**config.mk**
```make
export PLATFORM = sky130hd
export DESIGN_NAME = in_service_control_flat
export DESIGN_NICKNAME = d
export VERILOG_FILES = /design/src/rtl/in_service_control_pkg.sv /design/src/rtl/in_service_control_if.sv /design/src/rtl/in_service_control_hls.sv /design/src/rtl/in_service_control.sv /design/src/flat_wrapper.sv
export SDC_FILE = /design/constraint.sdc
export NUM_CORES = 1
export LEC_CHECK = 0
export CAP_MARGIN = 20
export CORE_UTILIZATION = 40
export CTS_CLUSTER_DIAMETER = 100
export CTS_CLUSTER_SIZE = 14
export DETAILED_ROUTE_END_ITERATION = 8
export HOLD_SLACK_MARGIN = 0.03
export PLACE_DENSITY = 0.65
export RECOVER_POWER = 50
export REMOVE_ABC_BUFFERS = 1
export SYNTH_ARGS = -nofsm -noshare
export SYNTH_HDL_FRONTEND = slang
export SYNTH_HIERARCHICAL = 1
export SYNTH_SLANG_ARGS = --single-unit
```
**constraint.sdc**
```tcl
create_clock -name i_clock -period 5 [get_ports i_clock]
set_clock_uncertainty 0.2 [all_clocks]
set_input_delay 1 -clock i_clock [delete_from_list [all_inputs] [get_ports i_clock]]
set_output_delay 1 -clock i_clock [all_outputs]
set_load 0.05 [all_outputs]
```
**src/rtl/in_service_control_pkg.sv**
```systemverilog
// Shared definitions for the 8259A in-service register stage.
//   IRQ_WIDTH / LEVEL_WIDTH : interrupt vector and level widths
//   ack_state_e             : INTA sequence state
//   onehot_to_level()       : encode one-hot IR to level (lowest bit wins, 0 -> spurious)
package in_service_control_pkg;

    localparam int IRQ_WIDTH   = 8;
    localparam int LEVEL_WIDTH = 3;
    localparam logic [LEVEL_WIDTH-1:0] SPURIOUS_LEVEL = 3'd7;

    typedef enum logic [1:0] {
        IDLE     = 2'd0,
        WAIT_2ND = 2'd1,
        WAIT_3RD = 2'd2
    } ack_state_e;

    // An empty vector encodes as the spurious level (IR7). With several bits
    // set, the lowest one is reported.
    function automatic logic [LEVEL_WIDTH-1:0] onehot_to_level(input logic [IRQ_WIDTH-1:0] v);
        logic [LEVEL_WIDTH-1:0] lvl;
        lvl = SPURIOUS_LEVEL;
        for (int i = IRQ_WIDTH - 1; i >= 0; i--) begin
            if (v[i]) lvl = LEVEL_WIDTH'(i);
        end
        return lvl;
    endfunction

endpackage

```
**src/rtl/in_service_control_if.sv**
```systemverilog
// Handshake/bus bundle for in_service_control.
//   master : controller side (drives INTA/OCW strobes, observes ISR state)
//   slave  : in_service_control side
interface in_service_control_if;
    import in_service_control_pkg::*;

    logic                   inta_pulse;
    logic                   mode_8086;
    logic                   auto_eoi_config;
    logic [IRQ_WIDTH-1:0]   acknowledge_interrupt;
    logic [IRQ_WIDTH-1:0]   interrupt_special_mask;
    logic                   eoi_strobe;
    logic                   eoi_specific;
    logic                   eoi_rotate;
    logic [LEVEL_WIDTH-1:0] eoi_level;
    logic                   set_priority_strobe;
    logic                   rotate_in_aeoi_set;
    logic                   rotate_in_aeoi_clear;

    logic [IRQ_WIDTH-1:0]   in_service_register;
    logic [LEVEL_WIDTH-1:0] priority_rotate;
    logic [IRQ_WIDTH-1:0]   highest_level_in_service;
    logic                   ack_busy;
    logic [LEVEL_WIDTH-1:0] ack_level;
    logic                   ack_done;

    modport master (
        output inta_pulse, mode_8086, auto_eoi_config, acknowledge_interrupt,
               interrupt_special_mask, eoi_strobe, eoi_specific, eoi_rotate,
               eoi_level, set_priority_strobe, rotate_in_aeoi_set, rotate_in_aeoi_clear,
        input  in_service_register, priority_rotate, highest_level_in_service,
               ack_busy, ack_level, ack_done
    );

    modport slave (
        input  inta_pulse, mode_8086, auto_eoi_config, acknowledge_interrupt,
               interrupt_special_mask, eoi_strobe, eoi_specific, eoi_rotate,
               eoi_level, set_priority_strobe, rotate_in_aeoi_set, rotate_in_aeoi_clear,
        output in_service_register, priority_rotate, highest_level_in_service,
               ack_busy, ack_level, ack_done
    );

endinterface

```
**src/rtl/in_service_control_hls.sv**
```systemverilog
// Highest-level-in-service resolver (combinational).
//   i_in_service_register : registered ISR
//   i_special_mask        : special-mask-mode bits, ignored when resolving
//   i_priority_rotate     : lowest-priority level; level rotate+1 is highest
//   o_highest_level       : one-hot highest-priority in-service level, 0 if none
module HighestLevelServiceModule
    import in_service_control_pkg::*;
(
    input  logic [IRQ_WIDTH-1:0]   i_in_service_register,
    input  logic [IRQ_WIDTH-1:0]   i_special_mask,
    input  logic [LEVEL_WIDTH-1:0] i_priority_rotate,
    output logic [IRQ_WIDTH-1:0]   o_highest_level
);

    // Walk levels from rotate+1 upward (mod 8); first unmasked ISR bit wins.
    function automatic logic [IRQ_WIDTH-1:0] resolve(
        input logic [IRQ_WIDTH-1:0]   isr,
        input logic [LEVEL_WIDTH-1:0] rot
    );
        logic [IRQ_WIDTH-1:0]   hit;
        logic [LEVEL_WIDTH-1:0] idx;
        logic                   found;
        hit   = '0;
        found = 1'b0;
        for (int k = 0; k < IRQ_WIDTH; k++) begin
            idx = rot + LEVEL_WIDTH'(1) + LEVEL_WIDTH'(k);
            if (!found && isr[idx]) begin
                hit[idx] = 1'b1;
                found    = 1'b1;
            end
        end
        return hit;
    endfunction

    logic [IRQ_WIDTH-1:0] w_masked;

    assign w_masked        = i_in_service_register & ~i_special_mask;
    assign o_highest_level = resolve(w_masked, i_priority_rotate);

endmodule

```
**src/rtl/in_service_control.sv**
```systemverilog
// 8259A in-service register stage.
//   i_clock, i_reset : clock and synchronous active-high reset
//   bus (slave)      : INTA sequence input, OCW2 EOI/priority strobes,
//                      registered ISR / rotation pointer, INTA status outputs
// Tracks the 2/3-pulse INTA sequence, sets ISR on the first pulse, clears it
// via normal/specific/auto EOI and owns the priority rotation pointer.
module in_service_control
    import in_service_control_pkg::*;
#(
    parameter logic [LEVEL_WIDTH-1:0] RESET_PRIORITY_ROTATE = 3'd7
) (
    input  logic                i_clock,
    input  logic                i_reset,
    in_service_control_if.slave bus
);

    ack_state_e             r_state, w_next_state;
    logic [IRQ_WIDTH-1:0]   r_isr;
    logic [LEVEL_WIDTH-1:0] r_rotate;
    logic                   r_rotate_in_aeoi;
    logic [IRQ_WIDTH-1:0]   r_ack_mask;
    logic [LEVEL_WIDTH-1:0] r_ack_level;
    logic                   r_mode_8086;
    logic                   r_ack_done;

    logic                   w_capture;
    logic                   w_ack_final;
    logic [IRQ_WIDTH-1:0]   w_set_mask;
    logic [IRQ_WIDTH-1:0]   w_clear_mask;
    logic [IRQ_WIDTH-1:0]   w_hls;
    logic                   w_aeoi;
    logic                   w_rot_we;
    logic [LEVEL_WIDTH-1:0] w_rot_next;

    HighestLevelServiceModule u_hls (
        .i_in_service_register (r_isr),
        .i_special_mask        (bus.interrupt_special_mask),
        .i_priority_rotate     (r_rotate),
        .o_highest_level       (w_hls)
    );

    // INTA sequence state register
    always_ff @(posedge i_clock) begin
        if (i_reset) r_state <= IDLE;
        else         r_state <= w_next_state;
    end

    // INTA sequence next-state; the captured mode decides 2 vs 3 pulses
    always_comb begin
        w_next_state = r_state;
        w_capture    = 1'b0;
        w_ack_final  = 1'b0;
        w_set_mask   = '0;
        case (r_state)
            IDLE: if (bus.inta_pulse) begin
                w_capture    = 1'b1;
                w_set_mask   = bus.acknowledge_interrupt;
                w_next_state = WAIT_2ND;
            end
            WAIT_2ND: if (bus.inta_pulse) begin
                if (r_mode_8086) begin
                    w_ack_final  = 1'b1;
                    w_next_state = IDLE;
                end else begin
                    w_next_state = WAIT_3RD;
                end
            end
            WAIT_3RD: if (bus.inta_pulse) begin
                w_ack_final  = 1'b1;
                w_next_state = IDLE;
            end
            default: w_next_state = IDLE;
        endcase
    end

    // ISR clear sources and rotation pointer write select
    always_comb begin
        w_aeoi       = w_ack_final && bus.auto_eoi_config;
        w_clear_mask = '0;
        w_rot_we     = 1'b0;
        w_rot_next   = r_rotate;
        if (bus.eoi_strobe) begin
            if (bus.eoi_specific) w_clear_mask = IRQ_WIDTH'(1) << bus.eoi_level;
            else                  w_clear_mask = w_hls;
        end
        if (w_aeoi) w_clear_mask = w_clear_mask | r_ack_mask;

        // Priority: set-priority, then EOI rotate, then AEOI rotate
        if (bus.set_priority_strobe) begin
            w_rot_we   = 1'b1;
            w_rot_next = bus.eoi_level;
        end else if (bus.eoi_strobe && bus.eoi_rotate && bus.eoi_specific) begin
            w_rot_we   = 1'b1;
            w_rot_next = bus.eoi_level;
        end else if (bus.eoi_strobe && bus.eoi_rotate && (w_hls != '0)) begin
            w_rot_we   = 1'b1;
            w_rot_next = onehot_to_level(w_hls);
        end else if (w_aeoi && r_rotate_in_aeoi && (r_ack_mask != '0)) begin
            w_rot_we   = 1'b1;
            w_rot_next = r_ack_level;
        end
    end

    always_ff @(posedge i_clock) begin
        if (i_reset) begin
            r_isr            <= '0;
            r_rotate         <= RESET_PRIORITY_ROTATE;
            r_rotate_in_aeoi <= 1'b0;
            r_ack_mask       <= '0;
            r_ack_level      <= '0;
            r_mode_8086      <= 1'b0;
            r_ack_done       <= 1'b0;
        end else begin
            // Set wins over clear on the same bit
            r_isr      <= (r_isr & ~w_clear_mask) | w_set_mask;
            r_ack_done <= w_ack_final;
            if (w_rot_we) r_rotate <= w_rot_next;
            if (bus.rotate_in_aeoi_clear)    r_rotate_in_aeoi <= 1'b0;
            else if (bus.rotate_in_aeoi_set) r_rotate_in_aeoi <= 1'b1;
            if (w_capture) begin
                r_ack_mask  <= bus.acknowledge_interrupt;
                r_ack_level <= onehot_to_level(bus.acknowledge_interrupt);
                r_mode_8086 <= bus.mode_8086;
            end
        end
    end

    assign bus.in_service_register      = r_isr;
    assign bus.priority_rotate          = r_rotate;
    assign bus.highest_level_in_service = w_hls;
    assign bus.ack_busy                 = (r_state != IDLE);
    assign bus.ack_level                = r_ack_level;
    assign bus.ack_done                 = r_ack_done;

endmodule

```
**src/flat_wrapper.sv**
```systemverilog
// flat-port wrapper written by rule: the top's interface ports become plain ports
module in_service_control_flat import in_service_control_pkg::*;
#(
    parameter logic [LEVEL_WIDTH-1:0] RESET_PRIORITY_ROTATE = 3'd7
)
  (i_clock, i_reset, bus_inta_pulse, bus_mode_8086, bus_auto_eoi_config, bus_acknowledge_interrupt, bus_interrupt_special_mask, bus_eoi_strobe, bus_eoi_specific, bus_eoi_rotate, bus_eoi_level, bus_set_priority_strobe, bus_rotate_in_aeoi_set, bus_rotate_in_aeoi_clear, bus_in_service_register, bus_priority_rotate, bus_highest_level_in_service, bus_ack_busy, bus_ack_level, bus_ack_done);
  in_service_control_if bus_i ();
  input  logic i_clock;
  input  logic i_reset;
  input wire logic [$bits(bus_i.inta_pulse)-1:0] bus_inta_pulse;
  input wire logic [$bits(bus_i.mode_8086)-1:0] bus_mode_8086;
  input wire logic [$bits(bus_i.auto_eoi_config)-1:0] bus_auto_eoi_config;
  input wire logic [$bits(bus_i.acknowledge_interrupt)-1:0] bus_acknowledge_interrupt;
  input wire logic [$bits(bus_i.interrupt_special_mask)-1:0] bus_interrupt_special_mask;
  input wire logic [$bits(bus_i.eoi_strobe)-1:0] bus_eoi_strobe;
  input wire logic [$bits(bus_i.eoi_specific)-1:0] bus_eoi_specific;
  input wire logic [$bits(bus_i.eoi_rotate)-1:0] bus_eoi_rotate;
  input wire logic [$bits(bus_i.eoi_level)-1:0] bus_eoi_level;
  input wire logic [$bits(bus_i.set_priority_strobe)-1:0] bus_set_priority_strobe;
  input wire logic [$bits(bus_i.rotate_in_aeoi_set)-1:0] bus_rotate_in_aeoi_set;
  input wire logic [$bits(bus_i.rotate_in_aeoi_clear)-1:0] bus_rotate_in_aeoi_clear;
  output wire logic [$bits(bus_i.in_service_register)-1:0] bus_in_service_register;
  output wire logic [$bits(bus_i.priority_rotate)-1:0] bus_priority_rotate;
  output wire logic [$bits(bus_i.highest_level_in_service)-1:0] bus_highest_level_in_service;
  output wire logic [$bits(bus_i.ack_busy)-1:0] bus_ack_busy;
  output wire logic [$bits(bus_i.ack_level)-1:0] bus_ack_level;
  output wire logic [$bits(bus_i.ack_done)-1:0] bus_ack_done;
  assign bus_i.inta_pulse = bus_inta_pulse;
  assign bus_i.mode_8086 = bus_mode_8086;
  assign bus_i.auto_eoi_config = bus_auto_eoi_config;
  assign bus_i.acknowledge_interrupt = bus_acknowledge_interrupt;
  assign bus_i.interrupt_special_mask = bus_interrupt_special_mask;
  assign bus_i.eoi_strobe = bus_eoi_strobe;
  assign bus_i.eoi_specific = bus_eoi_specific;
  assign bus_i.eoi_rotate = bus_eoi_rotate;
  assign bus_i.eoi_level = bus_eoi_level;
  assign bus_i.set_priority_strobe = bus_set_priority_strobe;
  assign bus_i.rotate_in_aeoi_set = bus_rotate_in_aeoi_set;
  assign bus_i.rotate_in_aeoi_clear = bus_rotate_in_aeoi_clear;
  assign bus_in_service_register = bus_i.in_service_register;
  assign bus_priority_rotate = bus_i.priority_rotate;
  assign bus_highest_level_in_service = bus_i.highest_level_in_service;
  assign bus_ack_busy = bus_i.ack_busy;
  assign bus_ack_level = bus_i.ack_level;
  assign bus_ack_done = bus_i.ack_done;
  in_service_control #(.RESET_PRIORITY_ROTATE(RESET_PRIORITY_ROTATE)) u_core (.i_clock(i_clock), .i_reset(i_reset), .bus(bus_i));
endmodule
```
==> results of run 1 <==
stage by stage:
stage,hold WS (ns),cells
final,0.2788,470
after global routing,0.3033,470
after CTS,0.2810,470
after detailed placement,0.2662,465
after global placement,0.2590,465
after floorplan,0.2431,308
synthesized netlist by cell type (7+ instances only):
cell type,instances
nand2_1,35
a21oi_1,28
dfxtp_1,27
nor2_1,22
inv_1,18
nor2b_1,13
nor3_1,13
clkbuf_1,11
o21ai_0,11
nand3_1,8
nor4_1,8
nor4bb_1,8
a221o_1,7
layout make-up:
class	count	area, um2	area share [%]
inverters	19	71.32	2.045
repair buffers	83	832.0	23.86
clock inverters	1	8.758	0.2512
flip-flops and latches	27	540.5	15.50
multi-input cells	262	1899	54.47
clock buffers	3	41.29	1.184
well taps	75	93.84	2.691
what timing repair did:
action / CTS / global route
setup endpoints to repair: 2 / 7
buffers inserted: 1 / 0
gates resized for setup: 2 / 8
pin swaps: 1 / 3
hold buffers: 0 / 0
state kept, by name, summed over array words and instances, names as in the netlist:
signal                          cells
u_core/bus.priority_rotate          3
u_core/r_ack_mask                   8
u_core/bus.ack_done                 1
u_core/bus.in_service_register      8
u_core/bus.ack_level                3
u_core/r_mode_8086                  1
u_core/r_rotate_in_aeoi             1
u_core/r_state                      2
cell families (layout without fill, tap and decap cells):
logic type                 Yosys count  in the layout  synth area share, %
and+or+nand+nor                    143            143                32.75
buffers and inverters               40            106                7.191
adders and majority gates            5              5                2.430
xor gates and xnor gates             3              3                1.604
DFF                                 27             27                20.99
AOI/OAI and AO/OA                   99             99                27.75
muxes                               12             12                7.289
worst register-to-register path: stages (launching register included):
cell and delay, ns:
dfxtp_1 0.33, inv_2 0.18, ha_2 0.41, buf_4 0.25, inv_1 0.41, mux4_2 0.50, nand4_1 0.16, buf_4 0.15
o32ai_2 0.08, mux2i_1 0.20, o211ai_1 0.18, buf_4 0.19, buf_4 0.14, nor4_4 0.26, a21oi_2 0.12, or3_1 0.32
o32a_1 0.30
power breakdown:
group          internal (mW)  switching, mW
registers              0.231         0.0205
clock network         0.0585         0.0715
logic                  0.297          0.382
metal layers:
metal | GRT usage [%] | vias to the layer above | part of all wire, %
met5 | 0 | - | 0
met4 | 8.421 | 0 | 1.9
met3 | 0.9890 | 12 | 3.5
met2 | 43.22 | 86 | 51
met1 | 31.62 | 1364 | 44
li1 | - | 1400 | -
path summary, 6_finish.rpt:
check | startpoint | endpoint | slack (ns) | cells after the start
max reg2reg | u_core/bus.priority_rotate[0]$_SDFFE_PP1P_ | u_core/bus.priority_rotate[1]$_SDFFE_PP1P_ | 0.52 | 16
max | bus_interrupt_special_mask[5] | bus_highest_level_in_service[7] | 0.07 | 9
min | u_core/r_ack_mask[5]$_SDFFE_PP0P_ | u_core/r_ack_mask[5]$_SDFFE_PP0P_ | 0.28 | 2
min reg2reg | u_core/r_ack_mask[5]$_SDFFE_PP0P_ | u_core/r_ack_mask[5]$_SDFFE_PP0P_ | 0.28 | 2
==> run summary, run 1 <==
Slew headroom - 9.323%
Crit end category - output pin
Crit path max-delay family - simple AND/OR/NAND/NOR gates
Vert. Die Dim - 82.24 um
Sequential element share of the synthesized area - 20.99%
Worst path cell trace - clkdlybuf4s50_1 > and4b_1 > or4_4 > mux2i_4 > nand3_1 > o22a_1 > or3_1 > a32oi_2 > buf_12
Req. time, crit path - 3.80 ns
Crit Path Max Fanout - 4
Final hold vios - 0
Vias in the first global route - 2,675
Port Buf Inserts - 53
Synth top area share - 20.99%
Synth Cell Area - 2575 um2
Final wirelength - 8015 um
Worst-Margin Slew - 1.360 ns
# IOs - 54
Critical path class - input pin to output pin
Largest area contributor in the netlist - dfxtp_1
Final period util - 98.69%
Antenna viol nets, final - 0
Die area - 6763 um2
Grt total ovfl - 0
PwrDens - 304.3 nW/um2
Largest net degree at the start of global routing - 47
CP arrival - 3.73 ns
Top cells by area, synth - dfxtp_1, a21oi_1, nand2_1, mux4_2, nor2_1
Post-synthesis area per instance - 7.827 um2
Design Power - 1.061 mW
Overall routing resource usage - 24.46%
Nets - 431
Vias per cell - 6.089
Post-DP HPWL - 6118 um
Commonest cells after routing, fill and taps aside - clkdlybuf4s50_1, nand2_1, buf_4
Core area - 6061 um2
Inserted Clock Buffers - 3
Leak - 1.324 nW
Fillers - 595
Synthesized instance count - 329
Wire per inst - 17.05 um
Worst skew pair latency - 0.27 ns
Post-route setup TNS - 0 ns
Synth Register Bits - 27
# rows - 28
Worst Setup Slack, final - 0.06560 ns
Asr flop ratio synth - 0%
Status - complete, no violations
Max-Cap Viols - 0
Final Critical Period - 4.934 ns
Post-synth EDFFs - 0
HP Class - flip-flop to flip-flop
Clock Tree Root - clkbuf_8
Fin. max-slew vios - 0
Initial Util - 42.49%
Top FF cell, synth - dfxtp_1
CTS clk-pin slew, worst paths - 0.10 ns
P&R area growth vs syn - 35.42%
Starting DRT DRC Count - 248
First-pass GRT wire length - 12,850 um
Startpoint class of the critical path - input pin
Library cells used by synthesis - 66
Crit-path max cell delay - 0.57 ns
Final Util - 57.54%
Syn. warnings - 6
Initial antenna violation count - 0
CTS H-tree lvls - 1
Detailed Routing Iterations Pass 1 - 4
GPL Wtd Cong - 0.9210
Final setup fails - 0
RSZ-0062 raised after global routing - true
Clk buf depth - 2
Max Freq - 202.7 MHz
Layout cells sized above 1 - 17.97%
Slowest CP cell - or4_4
Buf/Inv on CP - 2
Die width - 82.24 um
CTS tree - done
Place WS - -0.01177 ns
Vias after detailed routing - 2,862
Clock sinks - 27
VDD IR max - 0.2121 mV
Commonest non-fill, non-tap cell in the layout - clkdlybuf4s50_1
Post-route cell area - 3487 um2
N_diodes - 0
Post-Place Cell Area - 3383 um2
DRC - 0
(Power assumes the default switching activity.)
==> run 2: changes to the inputs <==
- SETUP_SLACK_MARGIN: not set -> 0.3
==> run 2 against run 1 <==
Compared with the run above: die area did not move; cell area rose by 6.8%; flip-flop and latch count did not move; clock power barely moved; utilization rose by 3.9 points; count of clock-buffer cells in the layout did not move; largest cell class unchanged.
==> run summary, run 2 (synthesis results as in run 1) <==
Status - complete, no violations
Commonest cells after routing, fill and taps aside - buf_4, nand2_1, clkdlybuf4s50_1
Starting DRT DRC Count - 214
Met1 Track Usage GR - 32.31%
GPL Wtd Cong - 0.9210
Max-Cap Viols - 0
GR met2 Demand/Resource - 45.54%
Initial Util - 42.49%
Fillers - 566
GRT met3 Usage - 1.319%
Max Freq - 215.7 MHz
Die area - 6763 um2
Final period util - 92.74%
Non-filler instance count after layout - 484
Initial antenna violation count - 0
CTS H-tree lvls - 1
Design Power - 1.145 mW
Core area - 6061 um2
Slew headroom - 11.41%
N_diodes - 0
CTS tree - done
Port Buf Inserts - 53
CTS clk-pin slew, worst paths - 0.10 ns
# rows - 28
Post-DP HPWL - 6118 um
Post-CTS Hold Buffers - 0
Startpoint class of the critical path - input pin
DRC - 0
Req. time, crit path - 3.80 ns
Final hold vios - 0
Worst Hold Path EP - u_core/r_ack_mask[5]$_SDFFE_PP0P_
Critical path class - input pin to output pin
First-pass GRT wire length - 13,340 um
# IOs - 54
R2R depth - 17
Fin. max-slew vios - 0
Layout cells sized above 1 - 26.41%
P&R area growth vs syn - 44.65%
Clk buf depth - 2
Die width - 82.24 um
Final wirelength - 8394 um
Worst Setup Slack, final - 0.3632 ns
Worst-Margin Slew - 1.329 ns
Commonest non-fill, non-tap cell in the layout - buf_4
Min-delay src - u_core/r_ack_mask[5]$_SDFFE_PP0P_
Wire per inst - 17.34 um
Placed Instances - 465
Antenna viol nets, final - 0
Leak - 1.430 nW
Vert. Die Dim - 82.24 um
FF-to-FF End - u_core/bus.priority_rotate[1]$_SDFFE_PP1P_
GRT Max-Usage Layer - met2
Largest net degree at the start of global routing - 47
RSZ-0062 raised after global routing - false
CP arrival - 3.44 ns
Crit end category - output pin
Vias in the first global route - 2,751
Clock Tree Root - clkbuf_8
Post-route setup TNS - 0 ns
VDD IR max - 0.1939 mV
Final Critical Period - 4.637 ns
Detailed Routing Iterations Pass 1 - 4
Worst skew pair latency - 0.27 ns
Clock sinks - 27
Nets - 445
PwrDens - 307.5 nW/um2
HP Class - flip-flop to flip-flop
Vias per cell - 6.006
Final setup fails - 0
Post-route cell area - 3725 um2
Place WS - -0.01177 ns
R2R Path Start - u_core/bus.priority_rotate[0]$_SDFFE_PP1P_
Flop2flop setup slack - 0.79 ns
Overall routing resource usage - 25.44%
Grt total ovfl - 0
Crit Path Max Fanout - 4
Hold Path Stages - 2
Inserted Clock Buffers - 3
Post-Place Cell Area - 3383 um2
Vias after detailed routing - 2,907
-- run 2: cell count changes in the layout (fill, tap and decap cells not counted), moves of 4 or more --
cell | before | now
nor2b_1 | 13 | 9
clkbuf_2 | 0 | 4
buf_4 | 29 | 38
clkdlybuf4s50_1 | 37 | 27
nor2b_2 | 0 | 4
-- run 2: worst max path at each step --
stage / startpoint / endpoint / cells past startpoint
finish: bus_interrupt_special_mask[7] / bus_highest_level_in_service[7] / 10
global route: bus_interrupt_special_mask[7] / bus_highest_level_in_service[4] / 12
CTS: u_core/bus.priority_rotate[0]$_SDFFE_PP1P_ / bus_highest_level_in_service[7] / 11
detailed placement: bus_interrupt_special_mask[1] / bus_highest_level_in_service[2] / 10
global placement: bus_interrupt_special_mask[1] / bus_highest_level_in_service[7] / 10
floorplan: u_core/bus.priority_rotate[0]$_SDFFE_PP1P_ / bus_highest_level_in_service[4] / 9
-- run 2: layout make-up --
class / instances / area (um2) / share of cell area [%]
multi-input combinational: 262 / 2008 / 53.91
clock inverter: 1 / 8.758 / 0.2351
clock buffer: 3 / 41.29 / 1.108
tap: 75 / 93.84 / 2.519
timing repair buffer: 97 / 952.2 / 25.56
sequential: 27 / 543.0 / 14.58
inverter: 19 / 77.57 / 2.083
-- run 2: worst max-delay path, stage by stage --
cell             delay (ns)
clkdlybuf4s15_1        0.25
nor2b_2                0.09
mux4_2                 0.49
mux2i_2                0.23
nand4_1                0.17
buf_4                  0.18
o22a_1                 0.18
or3_1                  0.36
a32oi_2                0.30
buf_12                 0.18
-- run 2: what timing repair did --
action | 4_1_cts | 5_1_grt
endpoints found under the setup margin | 8 | 8
buffers inserted | 8 | 7
pin swaps | 10 | 3
resized for setup | 31 | 30
-- run 2: routing by layer --
layer,routed length (um),vias to the layer above,share of wire (%)
met5,0,-,0
met4,221,0,2.6
met3,291,20,3.5
met2,4267,89,51
met1,3614,1368,43
li1,-,1430,-
-- run 2: power by group --
group	internal, mW	switching, mW	total (mW)
sequential	0.232	0.0228	0.254
clock	0.0585	0.0710	0.129
combinational	0.352	0.409	0.762
-- run 2: per-stage QoR --
stage | hold slack (ns) | util, %
final | 0.2803 | 61.46
after global routing | 0.3033 | 61.46
after CTS | 0.2810 | 59.48
after detailed placement | 0.2662 | 55.82
after global placement | 0.2590 | 55.82
after floorplan | 0.2431 | -
